[config.mk]
export PLATFORM = sky130hd
export DESIGN_NAME = insa_buf_ctrl
export DESIGN_NICKNAME = d
export VERILOG_FILES = /design/src/rtl/insa_buf_ctrl.sv
export SDC_FILE = /design/constraint.sdc
export NUM_CORES = 1
export LEC_CHECK = 0
export ABC_AREA = 0
export CAP_MARGIN = 20
export CORE_MARGIN = 10
export CORE_UTILIZATION = 25
export CTS_CLUSTER_SIZE = 25
export DETAILED_ROUTE_END_ITERATION = 16
export MAX_ROUTING_LAYER = met4
export RECOVER_POWER = 50
export SYNTH_ARGS = -nofsm -noshare
export SYNTH_HDL_FRONTEND = slang
export SYNTH_SLANG_ARGS = --single-unit
[constraint.sdc]
create_clock -name clk_i -period 17.9 [get_ports clk_i]
set_input_delay 4.475 -clock clk_i [delete_from_list [all_inputs] [get_ports clk_i]]
set_output_delay 4.475 -clock clk_i [all_outputs]
set_load 0.02 [all_outputs]
[src/rtl/insa_buf_ctrl.sv]
// INSA buffer table controller: entry allocation, round-robin ALU/LSU read arbitration,
// sequenced table clear and the sticky crash-enable flag.
module insa_buf_ctrl #(
    parameter int unsigned NR_ENTRIES = 16,
    parameter int unsigned IDX_W      = $clog2(NR_ENTRIES),
    parameter int unsigned DATA_W     = 32
) (
    input  logic              clk_i,
    input  logic              rst_ni,

    input  logic              wr_valid_i,
    output logic              wr_ready_o,
    input  logic [DATA_W-1:0] wr_first_i,
    input  logic [DATA_W-1:0] wr_last_i,
    output logic [IDX_W-1:0]  wr_idx_o,

    input  logic              alu_req_i,
    input  logic [IDX_W-1:0]  alu_idx_i,
    output logic              alu_gnt_o,
    output logic              alu_rvalid_o,
    output logic [DATA_W-1:0] alu_first_o,
    output logic [DATA_W-1:0] alu_last_o,
    output logic              alu_hit_o,

    input  logic              lsu_req_i,
    input  logic [IDX_W-1:0]  lsu_idx_i,
    output logic              lsu_gnt_o,
    output logic              lsu_rvalid_o,
    output logic [DATA_W-1:0] lsu_first_o,
    output logic [DATA_W-1:0] lsu_last_o,
    output logic              lsu_hit_o,

    input  logic              clear_i,
    output logic              busy_o,
    output logic              data_in_buffer_o,

    input  logic              en_crash_set_i,
    output logic              en_crash_o
);

    typedef enum logic [0:0] {StIdle, StClear} state_e;

    localparam logic [IDX_W-1:0] LastIdx  = IDX_W'(NR_ENTRIES - 1);
    localparam logic [IDX_W:0]   CountMax = (IDX_W + 1)'(NR_ENTRIES);

    state_e             state_q, state_d;
    logic [IDX_W-1:0]   sweep_q, sweep_d;
    logic [IDX_W-1:0]   head_q, head_d;
    logic [IDX_W:0]     count_q, count_d;
    logic               rr_lsu_q, rr_lsu_d;
    logic               dib_q;
    logic               crash_q;

    logic [NR_ENTRIES-1:0] valid_q;
    logic [DATA_W-1:0]     first_q [NR_ENTRIES];
    logic [DATA_W-1:0]     last_q  [NR_ENTRIES];

    logic              alu_rvalid_q, lsu_rvalid_q;
    logic              alu_hit_q, lsu_hit_q;
    logic [DATA_W-1:0] alu_first_q, alu_last_q;
    logic [DATA_W-1:0] lsu_first_q, lsu_last_q;

    logic idle;
    logic wr_accept;

    assign idle      = (state_q == StIdle);
    assign wr_ready_o = idle && (count_q < CountMax);
    assign wr_accept = wr_valid_i && wr_ready_o;
    assign wr_idx_o  = head_q;

    // Round robin: on contention the port that did not win last time is served.
    assign alu_gnt_o = idle && alu_req_i && (!lsu_req_i || rr_lsu_q);
    assign lsu_gnt_o = idle && lsu_req_i && (!alu_req_i || !rr_lsu_q);

    always_comb begin
        rr_lsu_d = rr_lsu_q;
        if (alu_gnt_o) begin
            rr_lsu_d = 1'b0;
        end else if (lsu_gnt_o) begin
            rr_lsu_d = 1'b1;
        end
    end

    always_comb begin
        state_d = state_q;
        sweep_d = sweep_q;
        head_d  = head_q;
        count_d = count_q;
        case (state_q)
            StIdle: begin
                if (wr_accept) begin
                    head_d  = head_q + IDX_W'(1);
                    count_d = count_q + (IDX_W + 1)'(1);
                end
                if (clear_i) begin
                    state_d = StClear;
                    sweep_d = '0;
                end
            end
            StClear: begin
                sweep_d = sweep_q + IDX_W'(1);
                if (sweep_q == LastIdx) begin
                    state_d = StIdle;
                    head_d  = '0;
                    count_d = '0;
                end
            end
            default: state_d = StIdle;
        endcase
    end

    always_ff @(posedge clk_i or negedge rst_ni) begin
        if (!rst_ni) begin
            state_q  <= StIdle;
            sweep_q  <= '0;
            head_q   <= '0;
            count_q  <= '0;
            rr_lsu_q <= 1'b1;
            dib_q    <= 1'b0;
            crash_q  <= 1'b0;
        end else begin
            state_q  <= state_d;
            sweep_q  <= sweep_d;
            head_q   <= head_d;
            count_q  <= count_d;
            rr_lsu_q <= rr_lsu_d;
            dib_q    <= (count_d != '0);
            if (en_crash_set_i) begin
                crash_q <= 1'b1;
            end
        end
    end

    // Allocation and the sweep never overlap: writes are only accepted in idle.
    always_ff @(posedge clk_i or negedge rst_ni) begin
        if (!rst_ni) begin
            valid_q <= '0;
        end else begin
            if (wr_accept) begin
                valid_q[head_q] <= 1'b1;
            end
            if (state_q == StClear) begin
                valid_q[sweep_q] <= 1'b0;
            end
        end
    end

    always_ff @(posedge clk_i) begin
        if (wr_accept) begin
            first_q[head_q] <= wr_first_i;
            last_q[head_q]  <= wr_last_i;
        end
    end

    // Read data is taken from the pre-edge table, so a same-cycle write is not visible.
    always_ff @(posedge clk_i or negedge rst_ni) begin
        if (!rst_ni) begin
            alu_rvalid_q <= 1'b0;
            alu_hit_q    <= 1'b0;
            alu_first_q  <= '0;
            alu_last_q   <= '0;
            lsu_rvalid_q <= 1'b0;
            lsu_hit_q    <= 1'b0;
            lsu_first_q  <= '0;
            lsu_last_q   <= '0;
        end else begin
            alu_rvalid_q <= alu_gnt_o;
            lsu_rvalid_q <= lsu_gnt_o;
            if (alu_gnt_o) begin
                alu_hit_q   <= valid_q[alu_idx_i];
                alu_first_q <= first_q[alu_idx_i];
                alu_last_q  <= last_q[alu_idx_i];
            end
            if (lsu_gnt_o) begin
                lsu_hit_q   <= valid_q[lsu_idx_i];
                lsu_first_q <= first_q[lsu_idx_i];
                lsu_last_q  <= last_q[lsu_idx_i];
            end
        end
    end

    assign alu_rvalid_o     = alu_rvalid_q;
    assign alu_hit_o        = alu_hit_q;
    assign alu_first_o      = alu_first_q;
    assign alu_last_o       = alu_last_q;
    assign lsu_rvalid_o     = lsu_rvalid_q;
    assign lsu_hit_o        = lsu_hit_q;
    assign lsu_first_o      = lsu_first_q;
    assign lsu_last_o       = lsu_last_q;
    assign busy_o           = (state_q == StClear);
    assign data_in_buffer_o = dib_q;
    assign en_crash_o       = crash_q;

endmodule

-- Yosys cells after proc, flatten, opt, wreduce, memory -nomap -nowiden
Memories as Yosys holds them, arrays and structs flattened. A register that Yosys moved wholly into a read port is not among the register bits.
Index checks and enable logic that the tools add are counted.
- memories: 2
- word-level logic and storage cells: 77
- flip-flop bits (word level): 37
- bits of input ports: 79
- output and inout port bits: 142
- bits in writable memories: 1024
- memory list (memory ; depth ; width ; read ports ; clocked after Yosys merged registers in ; write ports ; RTL line ; RTL):
    first_q ; 16 ; 32 ; 2 ; 2 ; 1 ; 55 ; logic [DATA_W-1:0] first_q [NR_ENTRIES];
    last_q ; 16 ; 32 ; 2 ; 2 ; 1 ; 56 ; logic [DATA_W-1:0] last_q [NR_ENTRIES];
- equal/unequal tests: 4
- $lt $le $gt $ge: 7
- $add $sub $neg: 3
- bitwise gates (word level): 4
- muxes and demuxes: 25
- reductions and logical operators: 20
- operators by type and width (operator ; count):
    16-bit two-way mux ; 2
    4-bit by 5-bit < comparator with 1-bit output (second input constant) ; 4
    16-bit bitwise AND ; 1
    16-bit inverter ; 1
    16-bit bitwise OR ; 1
    4-bit case mux with 2 select lines ; 2
    4-bit two-way mux ; 3
    1-bit two-way mux ; 10
    5-bit two-way mux ; 2
    5-bit case mux with 2 select lines ; 1
    4-bit by 1-bit adder with 4-bit output (second input constant) ; 2
    1-bit binary-select mux with 4-bit select ; 2
    1-bit demux with 4-bit select ; 2
    4-bit by 1-bit greater-or-equal comparator with 1-bit output (second input constant) ; 2
    1-bit logical AND ; 8
    1-bit zero test ; 7
    5-bit by 1-bit adder with 5-bit output (second input constant) ; 1
    5-bit < comparator (second input constant) ; 1
    5-bit nonzero test ; 1
    4-bit == test (second input constant) ; 1
    2-bit by 1-bit inequality test with 1-bit output (second input constant) ; 2
    1-bit logical OR ; 2
    2-bit inequality test (second input constant) ; 1
    1-bit case mux with 2 select lines ; 1
    3 further kinds ; 3

-- Longest topological paths before layout
- depth after elaboration: 8
- gate-level depth with buffers: 8
- depth with buffers taken out: 5

-- Least setup slack after synthesis
OpenSTA, ideal clock, no wires.
- kind: input to register
- start point: input wr_valid_i
- end point: memory first_q[3][0] (enable)
- slack: 7.896 ns
- stages: 4
- data arrival time: 9.437 ns
- required time: 17.333 ns
- setup time: 0.567 ns
- path buffers: 1
- path through: nor3b_1 > buf_2 > nand2_1 > nor3_1
- cells in the longest elaborated chain, start to end: 3
- ends and longest elaborated chain (element ; RTL line ; RTL):
    from (decl) ; 11 ; input logic wr_valid_i,
    1-bit logical AND ; 68 ; assign wr_accept = wr_valid_i && wr_ready_o;
    1-bit two-way mux ; 149 ; if (wr_accept) begin
    1-bit two-way mux (not written as such) ; 150 ; first_q[head_q] <= wr_first_i;
    to (decl) ; 55 ;
Every way passes these cells.

-- Worst setup path after layout
- start point: input lsu_req_i
- end point: output lsu_gnt_o
- cells in the longest elaborated chain, start to end: 2
- ends and longest elaborated chain (element ; RTL line ; RTL):
    from (decl) ; 25 ; input logic lsu_req_i,
    1-bit logical AND (2 in series) ; 73 ; assign lsu_gnt_o = idle && lsu_req_i && (!alu_req_i || !rr_lsu_q);
    to (decl) ; 27 ; output logic lsu_gnt_o,
Every way passes these cells.

==> reports/qor.csv <==
stage;metric;value;unit
setup_path;path_delay_family;buffers and inverters;
final_layout;synthToLayoutAreaGrowth;17.4;%
die;ios;221;
synthesis;synth_area_leaders;edfxtp_1 (58%), mux4_2 (11%), mux2i_1 (10%);
setup_path;required;13430;ps
routing;vias;32600;
die;rows;168;
setup_path;cp.arrival;8590;ps
routing;ant_nets;0;
synthesis;netlist_area;53000;um2
final_layout;stdcell_area;62200;um2
synthesis;synth-edff-count;1024;
setup_path;start_kind;input pin;
final_layout;drive_gt1_share;15.0;%
setup_path;cpPeakStageDelay;1880;ps
placement;place_ws;6330;ps
clock_tree;clkLatencyLatePin;780;ps
synthesis;synth_cell_types;40;
placement;gp_congestion;0.747;
die;die-height;480;um
clock_tree;postCtsSetupBuffers;0;
synthesis;ys_warn_count;0;
outcome;violations;capacitance limit, slew limit;
synthesis;ys_seq_elements;1189;
routing;via_per_inst;5.12;
clock_tree;cts_buffers;121;
power_and_ir_drop;power_density;116;nW/um2
timing;slew_headroom;-356;%
die;initial_core_util;25.2;%
clock_tree;htreeDepth;3;
synthesis;synth_area_leader_cell;edfxtp_1;
clock_tree;clk_pin_slew;60;ps
synthesis;synth.yosys.seq_area_share;65.8;%
outcome;status;finished with violations;
placement;hpwl;97300;um
timing;slew_viol_final;314;
timing;final.setup.tns;0;ps
clock_tree;clockBufferDepth;3;
global_route;grt_pass1_wl;248000;um
clock_tree;ctsHoldBuffers;0;
routing;dr.first_iter.drc_count;3335;
synthesis;synth_cells;3270;
clock_tree;clk_root_buffer_cell;clkbuf_16;
global_route;antenna_found_initial;51;
clock_tree;cts_tree;yes;
final_layout;layout.cells.non_filler;6370;
die;core;210000;um2
die;die_x;480;um
timing;fin_skew;36.9;ps
synthesis;ys_async_sr_fraction;13.9;%
global_route;grt_max_degree;118;
global_route;grt_pass1_vias;33200;
synthesis;syn-num-nets;3358;
timing;setup_viol;0;
timing;timing.hold.ws;467;ps
setup_path;slowest_stage;clkbuf_1;
routing;drc_errors;0;
power_and_ir_drop;p_leak;0.0209;uW
setup_path;worstReg2RegStart;busy_o;
job;drv_cap;9;
setup_path;critPathBufInv;4;
timing;worstMarginPinSlew;6840;ps
clock_tree;cts_sinks;1189;
timing;max_freq;0.0765;GHz
final_layout;layout.nets;3524;
global_route;overflow;0;
timing;hold_violations;0;
hold_path;worstHoldStart;en_crash_o;
routing;dr.pass1.iters;5;
clock_tree;post_cts_resized;0;
synthesis;synth_top_area_share;58.0;%
timing;timing.final.ws_setup;4840;ps
timing;finalCritPeriodShare;73.0;%
setup_path;cp_cell_sequence;dlygate4sd3_1 -> nand2b_1 -> a21o_2 -> clkbuf_1 -> inv_6 -> clkdlybuf4s50_1;
setup_path;endpoint_kind;output pin;
hold_path;holdCritPathClass;reg2reg;
routing;wl_per_cell;27.9;um
synthesis;synth_area_per_cell;16.2;um2
power_and_ir_drop;ir_drop;98.0;uV
die;die_area;231000;um2
timing;period_needed;13060;ps
setup_path;critPathKind;in2out;
timing;rsz0062_at_grt;no;
placement;dp.cells;6118;
placement;port_buffers;220;
placement;place_area;58300;um2
setup_path;crit_fanout;35;
routing;routed_wl;178000;um
synthesis;synth_ff_type;edfxtp_1;
setup_path;critPathLaunch;lsu_req_i;
global_route;grt.total_usage;15.3;%
sequential cells by signal, summed over array words and instances (netlist names), 4 cells and up:
signal       cells
lsu_first_o     32
count_q          5
wr_idx_o         4
valid_q         16
last_q         512
first_q        512
alu_last_o      32
lsu_last_o      32
alu_first_o     32
sweep_q          4
synthesized netlist by cell type (6+ instances only):
cell type,instances
nor2_1,150
a31oi_1,128
mux2i_1,529
o21ai_0,8
buf_2,129
dfrtp_1,164
nor2b_1,10
clkbuf_1,89
inv_1,6
a22oi_1,263
ha_1,9
edfxtp_1,1024
nand2_1,243
buf_4,23
mux4_2,256
a21oi_1,73
buf_1,8
nand3_1,6
nand4_1,100
a2bb2oi_1,15
stage by stage:
stage | total power (uW) | util (%)
2_1_floorplan | 4010 | -
3_3_place_gp | 4790 | 27.7
3_5_place_dp | 4800 | 27.7
4_1_cts | 7300 | 29.6
5_1_grt | 7490 | 29.6
6_report | 7210 | 29.6
cell type report:
cell class                 count  area, um2
antenna                       23       57.6
clock buffer                 175       3350
clock inverter                54        543
fill                       20800     148000
inverter                       7       36.3
multi-input combinational   1823      17100
sequential                  1189      34900
tap                         2805       3510
timing repair buffer         294       2750
power by group:
part	total (uW)	internal, uW	switching, uW
Clock	2510	1410	1100
Combinational	1310	517	796
Sequential	3380	3200	180
Total	7210	5130	2080
placed cells by master, fill, tap and decap left out, types with 10 or more instances in the layout:
cell type        Yosys  routed
clkbuf_16            0     122
dlygate4sd3_1        0      68
diode_2              0      23
mux4_2             256     256
clkinv_2             0      19
edfxtp_1          1024    1024
dfrtp_1            164     164
nor2_1             150     134
a22oi_1            263     263
mux2i_1            529     529
nand2_1            243     243
clkinv_1             0      17
buf_4               23      66
clkdlybuf4s50_1      0     145
nor2_4               0      16
a31oi_1            128     128
a21oi_1             73      73
a2bb2oi_1           15      15
nand4_1            100     100
clkbuf_8             0      10
clkbuf_1            89      53
final timing paths:
path / slack (ps) / cells past startpoint / endpoint
worst max-delay path: 4840 / 6 / lsu_gnt_o
worst min-delay path: 470 / 1 / en_crash_o
worst max register to register: 12780 / 6 / last_q[4][26]
worst min register to register: 470 / 1 / en_crash_o
max in group asynchronous: 5720 / 2 / lsu_first_o[26]
min in group asynchronous: 6170 / 1 / en_crash_o
metal layers:
layer / part of all wire (%) / vias to the layer above / GRT usage [%]
met1: 39 / 17200 / 18.4
met3: 7.3 / 375 / 2.96
met5: 0 / - / -
met4: 4.2 / 0 / 5.93
met2: 49 / 1449 / 25.3
li1: - / 13600 / -
cell families after synthesis:
family | share of synthesized area, %
xor gates and xnor gates | 0.0496
AOI/OAI and AO/OA | 6.34
DFF | 65.8
muxes | 20.9
buffers and inverters | 2.31
and+or+nand+nor | 4.43
adders and majority gates | 0.212
Note: power is estimated with default switching activity, not from simulation.
